## src/rtl/color_sample_controller.sv

```systemverilog
// color_sample_controller
// Qualifies an observation of the edge and corner color sensors after a setup move.
// It waits for the mechanism to settle, then takes spaced samples of both colors.
// An observation is accepted only when every sample agrees and is a legal color.
// Otherwise the settle-and-sample attempt is repeated a bounded number of times.

module color_sample_controller #(
    parameter int SETTLE_CYCLES   = 12500,
    parameter int SAMPLE_INTERVAL = 25000,
    parameter int NUM_SAMPLES     = 4,
    parameter int MAX_RETRIES     = 3
) (
    input  logic       clock,
    input  logic       reset,
    input  logic       start,
    input  logic [2:0] edge_color,
    input  logic [2:0] corner_color,
    output logic       busy,
    output logic       done,
    output logic       error,
    output logic [2:0] edge_out,
    output logic [2:0] corner_out,
    output logic [1:0] retry_count
);

    localparam int SW = $clog2(SETTLE_CYCLES) + 1;
    localparam int IW = $clog2(SAMPLE_INTERVAL) + 1;
    localparam int MW = $clog2(NUM_SAMPLES) + 1;
    localparam int RW = $clog2(MAX_RETRIES + 1) + 1;

    localparam logic [SW-1:0] SETTLE_LOAD = SW'(SETTLE_CYCLES);
    localparam logic [IW-1:0] INTV_LOAD   = IW'(SAMPLE_INTERVAL - 1);
    localparam logic [MW-1:0] MATCH_LAST  = MW'(NUM_SAMPLES - 1);
    localparam logic [RW-1:0] RETRY_LIMIT = RW'(MAX_RETRIES);

    typedef enum logic [2:0] {
        IDLE,
        SETTLE,
        SAMPLE,
        DONE,
        FAIL
    } state_t;

    state_t          state_q, state_d;
    logic [SW-1:0]   settleCnt_q, settleCnt_d;
    logic [IW-1:0]   intvCnt_q, intvCnt_d;
    logic [MW-1:0]   matchCnt_q, matchCnt_d;
    logic [RW-1:0]   retriesUsed_q, retriesUsed_d;
    logic [1:0]      retryCount_q, retryCount_d;
    logic [2:0]      refEdge_q, refEdge_d;
    logic [2:0]      refCorner_q, refCorner_d;
    logic [2:0]      edgeOut_q, edgeOut_d;
    logic [2:0]      cornerOut_q, cornerOut_d;
    logic            error_q, error_d;

    logic            captureNow;
    logic            sampleValid;
    logic            sampleMatch;
    logic            attemptFail;
    logic            lastMatch;
    logic            canRetry;

    // Decode the current capture: the first capture of an attempt only needs to be
    // a legal color, later ones must also equal the reference pair.
    always_comb begin
        captureNow  = (state_q == SAMPLE) && (intvCnt_q == '0);
        sampleValid = (edge_color < 3'd6) && (corner_color < 3'd6);
        sampleMatch = (matchCnt_q == '0) ||
                      ((edge_color == refEdge_q) && (corner_color == refCorner_q));
        attemptFail = captureNow && !(sampleValid && sampleMatch);
        lastMatch   = captureNow && !attemptFail && (matchCnt_q == MATCH_LAST);
        canRetry    = (retriesUsed_q < RETRY_LIMIT);
    end

    // State register with synchronous reset.
    always_ff @(posedge clock) begin
        if (reset) begin
            state_q <= IDLE;
        end else begin
            state_q <= state_d;
        end
    end

    // Next-state selection.
    always_comb begin
        state_d = state_q;
        case (state_q)
            IDLE: begin
                if (start) state_d = SETTLE;
            end
            SETTLE: begin
                if (settleCnt_q <= SW'(1)) state_d = SAMPLE;
            end
            SAMPLE: begin
                if (attemptFail) begin
                    state_d = canRetry ? SETTLE : FAIL;
                end else if (lastMatch) begin
                    state_d = DONE;
                end
            end
            DONE:    state_d = IDLE;
            FAIL:    state_d = IDLE;
            default: state_d = IDLE;
        endcase
    end

    // Next values for the counters, reference pair, results and error flag.
    always_comb begin
        settleCnt_d   = settleCnt_q;
        intvCnt_d     = intvCnt_q;
        matchCnt_d    = matchCnt_q;
        retriesUsed_d = retriesUsed_q;
        retryCount_d  = retryCount_q;
        refEdge_d     = refEdge_q;
        refCorner_d   = refCorner_q;
        edgeOut_d     = edgeOut_q;
        cornerOut_d   = cornerOut_q;
        error_d       = error_q;
        case (state_q)
            IDLE: begin
                if (start) begin
                    settleCnt_d   = SETTLE_LOAD;
                    error_d       = 1'b0;
                    retryCount_d  = 2'd0;
                    retriesUsed_d = '0;
                end
            end
            SETTLE: begin
                settleCnt_d = settleCnt_q - SW'(1);
                if (settleCnt_q <= SW'(1)) begin
                    intvCnt_d  = '0;
                    matchCnt_d = '0;
                end
            end
            SAMPLE: begin
                if (intvCnt_q != '0) begin
                    intvCnt_d = intvCnt_q - IW'(1);
                end else begin
                    intvCnt_d = INTV_LOAD;
                    if (attemptFail) begin
                        if (canRetry) begin
                            retriesUsed_d = retriesUsed_q + RW'(1);
                            if (retryCount_q != 2'd3) retryCount_d = retryCount_q + 2'd1;
                            settleCnt_d = SETTLE_LOAD;
                        end else begin
                            error_d = 1'b1;
                        end
                    end else begin
                        if (matchCnt_q == '0) begin
                            refEdge_d   = edge_color;
                            refCorner_d = corner_color;
                        end
                        matchCnt_d = matchCnt_q + MW'(1);
                        if (lastMatch) begin
                            edgeOut_d   = refEdge_q;
                            cornerOut_d = refCorner_q;
                            error_d     = 1'b0;
                        end
                    end
                end
            end
            default: begin
            end
        endcase
    end

    // Datapath registers with synchronous reset.
    always_ff @(posedge clock) begin
        if (reset) begin
            settleCnt_q   <= '0;
            intvCnt_q     <= '0;
            matchCnt_q    <= '0;
            retriesUsed_q <= '0;
            retryCount_q  <= 2'd0;
            refEdge_q     <= 3'd0;
            refCorner_q   <= 3'd0;
            edgeOut_q     <= 3'd0;
            cornerOut_q   <= 3'd0;
            error_q       <= 1'b0;
        end else begin
            settleCnt_q   <= settleCnt_d;
            intvCnt_q     <= intvCnt_d;
            matchCnt_q    <= matchCnt_d;
            retriesUsed_q <= retriesUsed_d;
            retryCount_q  <= retryCount_d;
            refEdge_q     <= refEdge_d;
            refCorner_q   <= refCorner_d;
            edgeOut_q     <= edgeOut_d;
            cornerOut_q   <= cornerOut_d;
            error_q       <= error_d;
        end
    end

    // Status outputs decoded from the state and the result registers.
    always_comb begin
        busy        = (state_q != IDLE);
        done        = (state_q == DONE) || (state_q == FAIL);
        error       = error_q;
        edge_out    = edgeOut_q;
        corner_out  = cornerOut_q;
        retry_count = retryCount_q;
    end

endmodule

```

## config.mk

```make
export PLATFORM = sky130hd
export DESIGN_NAME = color_sample_controller
export DESIGN_NICKNAME = d
export VERILOG_FILES = /design/src/rtl/color_sample_controller.sv
export SDC_FILE = /design/constraint.sdc
export NUM_CORES = 1
export LEC_CHECK = 0
export BUFFER_PORTS_ARGS = -buffer_cell sky130_fd_sc_hd__buf_2
export CAP_MARGIN = 20
export CORE_MARGIN = 3
export CORE_UTILIZATION = 25
export DETAILED_ROUTE_END_ITERATION = 10
export GPL_TIMING_DRIVEN = 0
export PLACE_DENSITY = 0.47
export SLEW_MARGIN = 40
export SYNTH_ARGS = -nofsm -noshare
export SYNTH_HDL_FRONTEND = slang
export SYNTH_SLANG_ARGS = --single-unit
```

## constraint.sdc

```tcl
create_clock -name clock -period 3.5 [get_ports clock]
set_input_delay 0.175 -clock clock [delete_from_list [all_inputs] [get_ports clock]]
set_output_delay 0.175 -clock clock [all_outputs]
set_load 0.02 [all_outputs]
```

### Word level (Yosys, flattened, before mapping)

Index checks and enable logic that the tools add are counted.

| cells by class | value |
|---|---|
| add/subtract/negate cells | 5 |
| reduce and logical (&&, ||, !) cells | 28 |
| muxes and demuxes | 35 |
| equal/unequal tests | 17 |
| bitwise operators | 2 |
| magnitude comparators | 4 |

Operators by type and width:

| kind | number |
|---|---|
| two-way mux 15 bit | 4 |
| case mux 15 bit (3 select lines) | 1 |
| two-way mux 3 bit | 12 |
| two-way mux 16 bit | 2 |
| case mux 16 bit (2 select lines) | 1 |
| zero test 16 bit | 1 |
| nonzero test 16 bit | 1 |
| subtractor 16 x 1 -> 16 bit (second input constant) | 1 |
| less-or-equal comparator 15 x 1 -> 1 bit (second input constant) | 1 |
| AND reduction 5 bit | 3 |
| subtractor 15 x 1 -> 15 bit (second input constant) | 1 |
| != test 2 bit (second input constant) | 7 |
| case mux 3 bit (2 select lines) | 2 |
| AND reduction 4 bit | 3 |
| two-way mux 2 bit | 5 |
| equality test 3 x 2 -> 1 bit (second input constant) | 3 |
| case mux 3 bit (3 select lines) | 1 |
| logical AND 1 bit | 7 |
| adder 3 x 1 -> 3 bit (second input constant) | 2 |
| equality test 3 bit | 2 |
| zero test 3 bit | 2 |
| < comparator 3 bit (second input constant) | 2 |
| != test 3 bit (second input constant) | 2 |
| AND reduction 6 bit | 1 |
| other kinds (15) | 24 |

| storage, ports and cells | value |
|---|---|
| bits in registers | 55 |
| output and inout port bits | 11 |
| bits of input ports | 9 |
| word-level logic and storage cells | 102 |

### Logic depth before layout (Yosys ltp)

| logic depth | value |
|---|---|
| depth after elaboration | 13 |
| gate-level depth with buffers | 9 |
| gate-level depth less buffers | 8 |

### Least setup slack after synthesis

Ideal clock, no wire load.

| path | value |
|---|---|
| path kind | register to register |
| from | register state_q[1] |
| to | register intvCnt_q[14] |
| setup time | 132 ps |
| required time | 3368 ps |
| data arrival time | 1977 ps |
| cell stages (with the launch flop) | 9 |
| clock period less this slack | 2109 ps |
| path slack | 1391 ps |
| path buffers | 2 |
| cells stage by stage | dfxtp_1 -> buf_6 -> or3b_4 -> or3_1 -> or3_4 -> and2_1 -> clkbuf_1 -> o21ai_1 -> a21oi_1 |

| on the way | value |
|---|---|
| cells in the longest elaborated chain, start to end | 3 |
| elaborated cells between the ends (all ways) | 6 |
| those cells by class | eq/ne (3); mux (1); reduce/logical (2) |

RTL lines:

| item | line | text |
|---|---|---|
| start: declaration | 44 | `state_t state_q, state_d;` |
| start signal: assignment | 80 | `state_q <= state_d;` |
| equality test 3 x 1 -> 1 bit / equality test 3 x 2 -> 1 bit (equally long branches) | 119 | `case (state_q)` |
| != test 2 bit (no line) / nonzero test 2 bit (equally long branches) | n/a |  |
| AND reduction 2 bit (no line) | n/a |  |
| end signal: assignment | 182 | `intvCnt_q <= intvCnt_d;` |
| end: declaration | 46 | `logic [IW-1:0] intvCnt_q, intvCnt_d;` |

Several ways; a longest one is shown, not always the timed one.
A chain may end at the register's enable or synchronous reset.

### Final worst setup path

| path | value |
|---|---|
| from | register intvCnt_q[0] |
| to | register cornerOut_q[0], in the netlist corner_out[0] |

| on the way | value |
|---|---|
| cells in the longest elaborated chain, start to end | 7 |
| elaborated cells between the ends (all ways) | 10 |
| those cells by class | bitwise (2); reduce/logical (8) |

RTL lines:

| item | line | text |
|---|---|---|
| zero test 16 bit | 66 | `captureNow = (state_q == SAMPLE) && (intvCnt_q == '0);` |
| logical AND 1 bit | 66 |  |
| logical AND 1 bit | 70 | `attemptFail = captureNow && !(sampleValid && sampleMatch);` |
| zero test 1 bit | 71 | `lastMatch = captureNow && !attemptFail && (matchCnt_q == MATCH_LAST);` |
| logical AND 1 bit (2 in a row) | 71 |  |
| AND reduction 4 bit (no line) * | n/a |  |
| end signal: assignment | 189 | `cornerOut_q <= cornerOut_d;` |
| end: declaration | 53 | `logic [2:0] cornerOut_q, cornerOut_d;` |

Mark *: on every way between the ends. The rest lies on a longest branch, timed or not.

==> impl_metrics.json <==
{
  "min_from": "corner_color[0]",
  "drtIter0Drc": 113,
  "fin_ws_ns": 0.9335,
  "cts_root_buf": "clkbuf_16",
  "p_int_mw": 1.015,
  "htree_levels": 2,
  "timing.reg2reg.worst_path_depth": 9,
  "power.share.sequential_pct": 45.8,
  "combPwrFrac_pct": 19.3,
  "layout_min_cycle_time_ns": 2.567,
  "vias": 2837,
  "switching_share_pct": 30.97,
  "synth_edf_count": 0,
  "p_per_area_nw_per_um2": 428.3,
  "cts_hold_buffers": 0,
  "yosysTopAreaCell": "dfxtp_1",
  "die_area_um2": 13380,
  "first_global_vias": 2707,
  "hp-class": "primary input to register",
  "slew_headroom_pct": 51.78,
  "track_usage_pct": 12.79,
  "power.switching_mw": 0.4555,
  "cts.path.max_buffers": 2,
  "period_share_pct": 73.33,
  "min_to": "refCorner_q[0]",
  "p_leak_nw": 1.276,
  "arrival_ns": 2.74,
  "path_cells": "inv_1, ha_1, nor4b_1, nand4_1, nor2_1, and3_1, buf_2, mux2i_1, nor2_1",
  "avgSynthCellArea_um2": 8.021,
  "grt_util_met1_pct": 17.05,
  "ant_nets": 0,
  "crit_type": "register to register",
  "avgViaCountPerCell": 5.215,
  "crit_fanout": 6,
  "cp_slowest_cell": "nor4b_1",
  "finish.net_count": 419,
  "path_clk_slew_ns": 0.08,
  "syn_area_um2": 3008,
  "gr-usage-met2_pct": 20.25,
  "pin_count": 20,
  "cp-end-kind": "register",
  "yosys_warnings": 0,
  "synthArstFlopShare_pct": 0,
  "clock_power_share_pct": 34.9,
  "antenna_cells": 0,
  "cp_top_family": "simple AND/OR/NAND/NOR gates",
  "wl_per_cell_um": 15.30,
  "grt-ovfl-total": 0,
  "status": "completed",
  "top_usage_layer": "met2",
  "setup_viol_count_final": 0,
  "drive_gt1_share_pct": 11.22,
  "cts_sinks": 55,
  "synth_top_cells_by_count": "dfxtp_1 (55), nor2_1 (48), a21oi_1 (38)",
  "synth_cells": 375,
  "post-synth-top-count-cell": "dfxtp_1",
  "synth_top_area_share_pct": 36.61,
  "gp_congestion": 0.8206,
  "fin_setup_tns_ns": 0,
  "start_util_pct": 26.01,
  "core-area_um2": 11560,
  "cts_tree": "built",
  "clock_latency_ns": 0.30,
  "cp.buffers_inverters": 2,
  "grt_util_met3_pct": 3.081,
  "fin_skew_ns": 0.007858,
  "reg2reg_from": "intvCnt_q[0]",
  "drcViolationCount": 0,
  "die_y_um": 115.7,
  "required_ns": 3.68,
  "cts-resized-gates": 0,
  "r2r-end": "corner_out[0]",
  "crit_top_cell": "nor2_1",
  "die_w_um": 115.7,
  "area_growth_pct": 14.18,
  "reg2reg_slack_ns": 0.93,
  "pre_cts_ws_ns": 0.9437,
  "placementRows": 39,
  "setup.worst_path.start_class": "register",
  "grt_setup_unrepaired": "false",
  "vdd_drop_max_v": 0.0001767,
  "ys_top_cells_by_area": "dfxtp_1 (37%), a21oi_1 (6.3%), nor2_1 (6.0%)",
  "post-cts-setup-buffers": 0,
  "ys_ff_latch": 55,
  "critPathMaxStageDelay_ns": 0.39,
  "drt-total-wl_um": 8321,
  "cts_buffers": 5,
  "slew_violations": 0,
  "drv_cap": 0,
  "grt_pass1_wl_um": 13560,
  "hold_violations": 0,
  "numPortBuffers": 19,
  "grt_max_degree": 18,
  "syn_nets": 393,
  "fmax_mhz": 389.6,
  "yosysSeqAreaShare_pct": 36.61,
  "antenna_found_initial": 0,
  "hpwl_um": 5976,
  "drt-pass1-iter-count": 5,
  "dominantRegCellSynth": "dfxtp_1",
  "whs_path_depth": 3,
  "tightest_slew_ns": 0.7194,
  "ys_types": 57
}
[flip-flops by register name (all words and copies together), names as in the netlist]
name,flops
corner_out,3
state_q,3
retriesUsed_q,3
retry_count,2
refEdge_q,3
settleCnt_q,15
error,1
edge_out,3
intvCnt_q,16
matchCnt_q,3
refCorner_q,3
[power groups by stage]
stage	logic (mW)	registers [mW]	clock network, mW
floorplan	0.205	0.682	0
global placement	0.278	0.687	0
detailed placement	0.280	0.688	0
CTS	0.282	0.673	0.537
global route	0.318	0.677	0.555
finish	0.284	0.674	0.513
[worst max path at each step]
stage / start / end / slack, ns / depth (start not counted)
2_1_floorplan: state_q[1] / intvCnt_q[14] / 1.39 / 8
3_3_place_gp: intvCnt_q[0] / corner_out[2] / 0.90 / 9
3_5_place_dp: intvCnt_q[0] / corner_out[0] / 0.94 / 9
4_1_cts: intvCnt_q[0] / corner_out[0] / 0.93 / 9
5_1_grt: intvCnt_q[0] / corner_out[0] / 0.66 / 9
6_report: intvCnt_q[0] / corner_out[0] / 0.93 / 9
[logic make-up after synthesis]
group	share of synthesized area (%)
AO/OA/AOI/OAI	21.71
flip-flops	36.61
XOR/XNOR	1.456
adder cells (fa/ha/maj)	3.744
multiplexers	3.994
buffers and inverters	3.952
AND/OR/NAND/NOR	28.54
[per-stage QoR]
stage          instances  power, mW  utilization, %  hold WS [ns]  cell area (um^2)
6_report             544      1.471           29.70        0.1340              3435
3_3_place_gp         537     0.9654           28.38        0.4411              3282
5_1_grt              544      1.550           29.70        0.1325              3435
3_5_place_dp         537     0.9684           28.46        0.4475              3292
2_1_floorplan        375     0.8873               -        0.3222              3008
4_1_cts              544      1.493           29.70        0.1321              3435
[metal layers]
layer	up-vias	part of all wire, %
met4	0	1.7
met2	59	45
met5	-	0
li1	1425	-
met1	1339	49
met3	14	3.9
[layout make-up]
cell class                      instances  area [um^2]
Fill cell                            1239         8130
Multi-Input combinational cell        291         1798
Sequential cell                        55         1101
Tap cell                              143        178.9
Clock buffer                            5        125.1
Timing Repair Buffer                   19        95.09
Buffer                                 18        77.57
Inverter                               11        41.29
Clock inverter                          2        17.52
[worst reg2reg max path, stage by stage (launching register included)]
cell and delay (ns):
dfxtp_1 0.35, inv_1 0.09, ha_1 0.17, nor4b_1 0.39, nand4_1 0.37, nor2_1 0.38
and3_1 0.19, buf_2 0.22, mux2i_1 0.22, nor2_1 0.06
[cells in the final DEF (no fill, tap or decap), drive strengths merged, types with 5 or more instances in the layout]
cell	n
buf	23
clkbuf	19
nor3	14
o21ai	23
nand3	7
nor2	49
nor4	13
nand4	6
a211oi	6
a21oi	39
xnor2	5
inv	12
mux2i	12
a31oi	5
or3	12
nand2	28
dfxtp	55
a21boi	5
ha	9
Note: power is estimated with default switching activity, not from simulation.
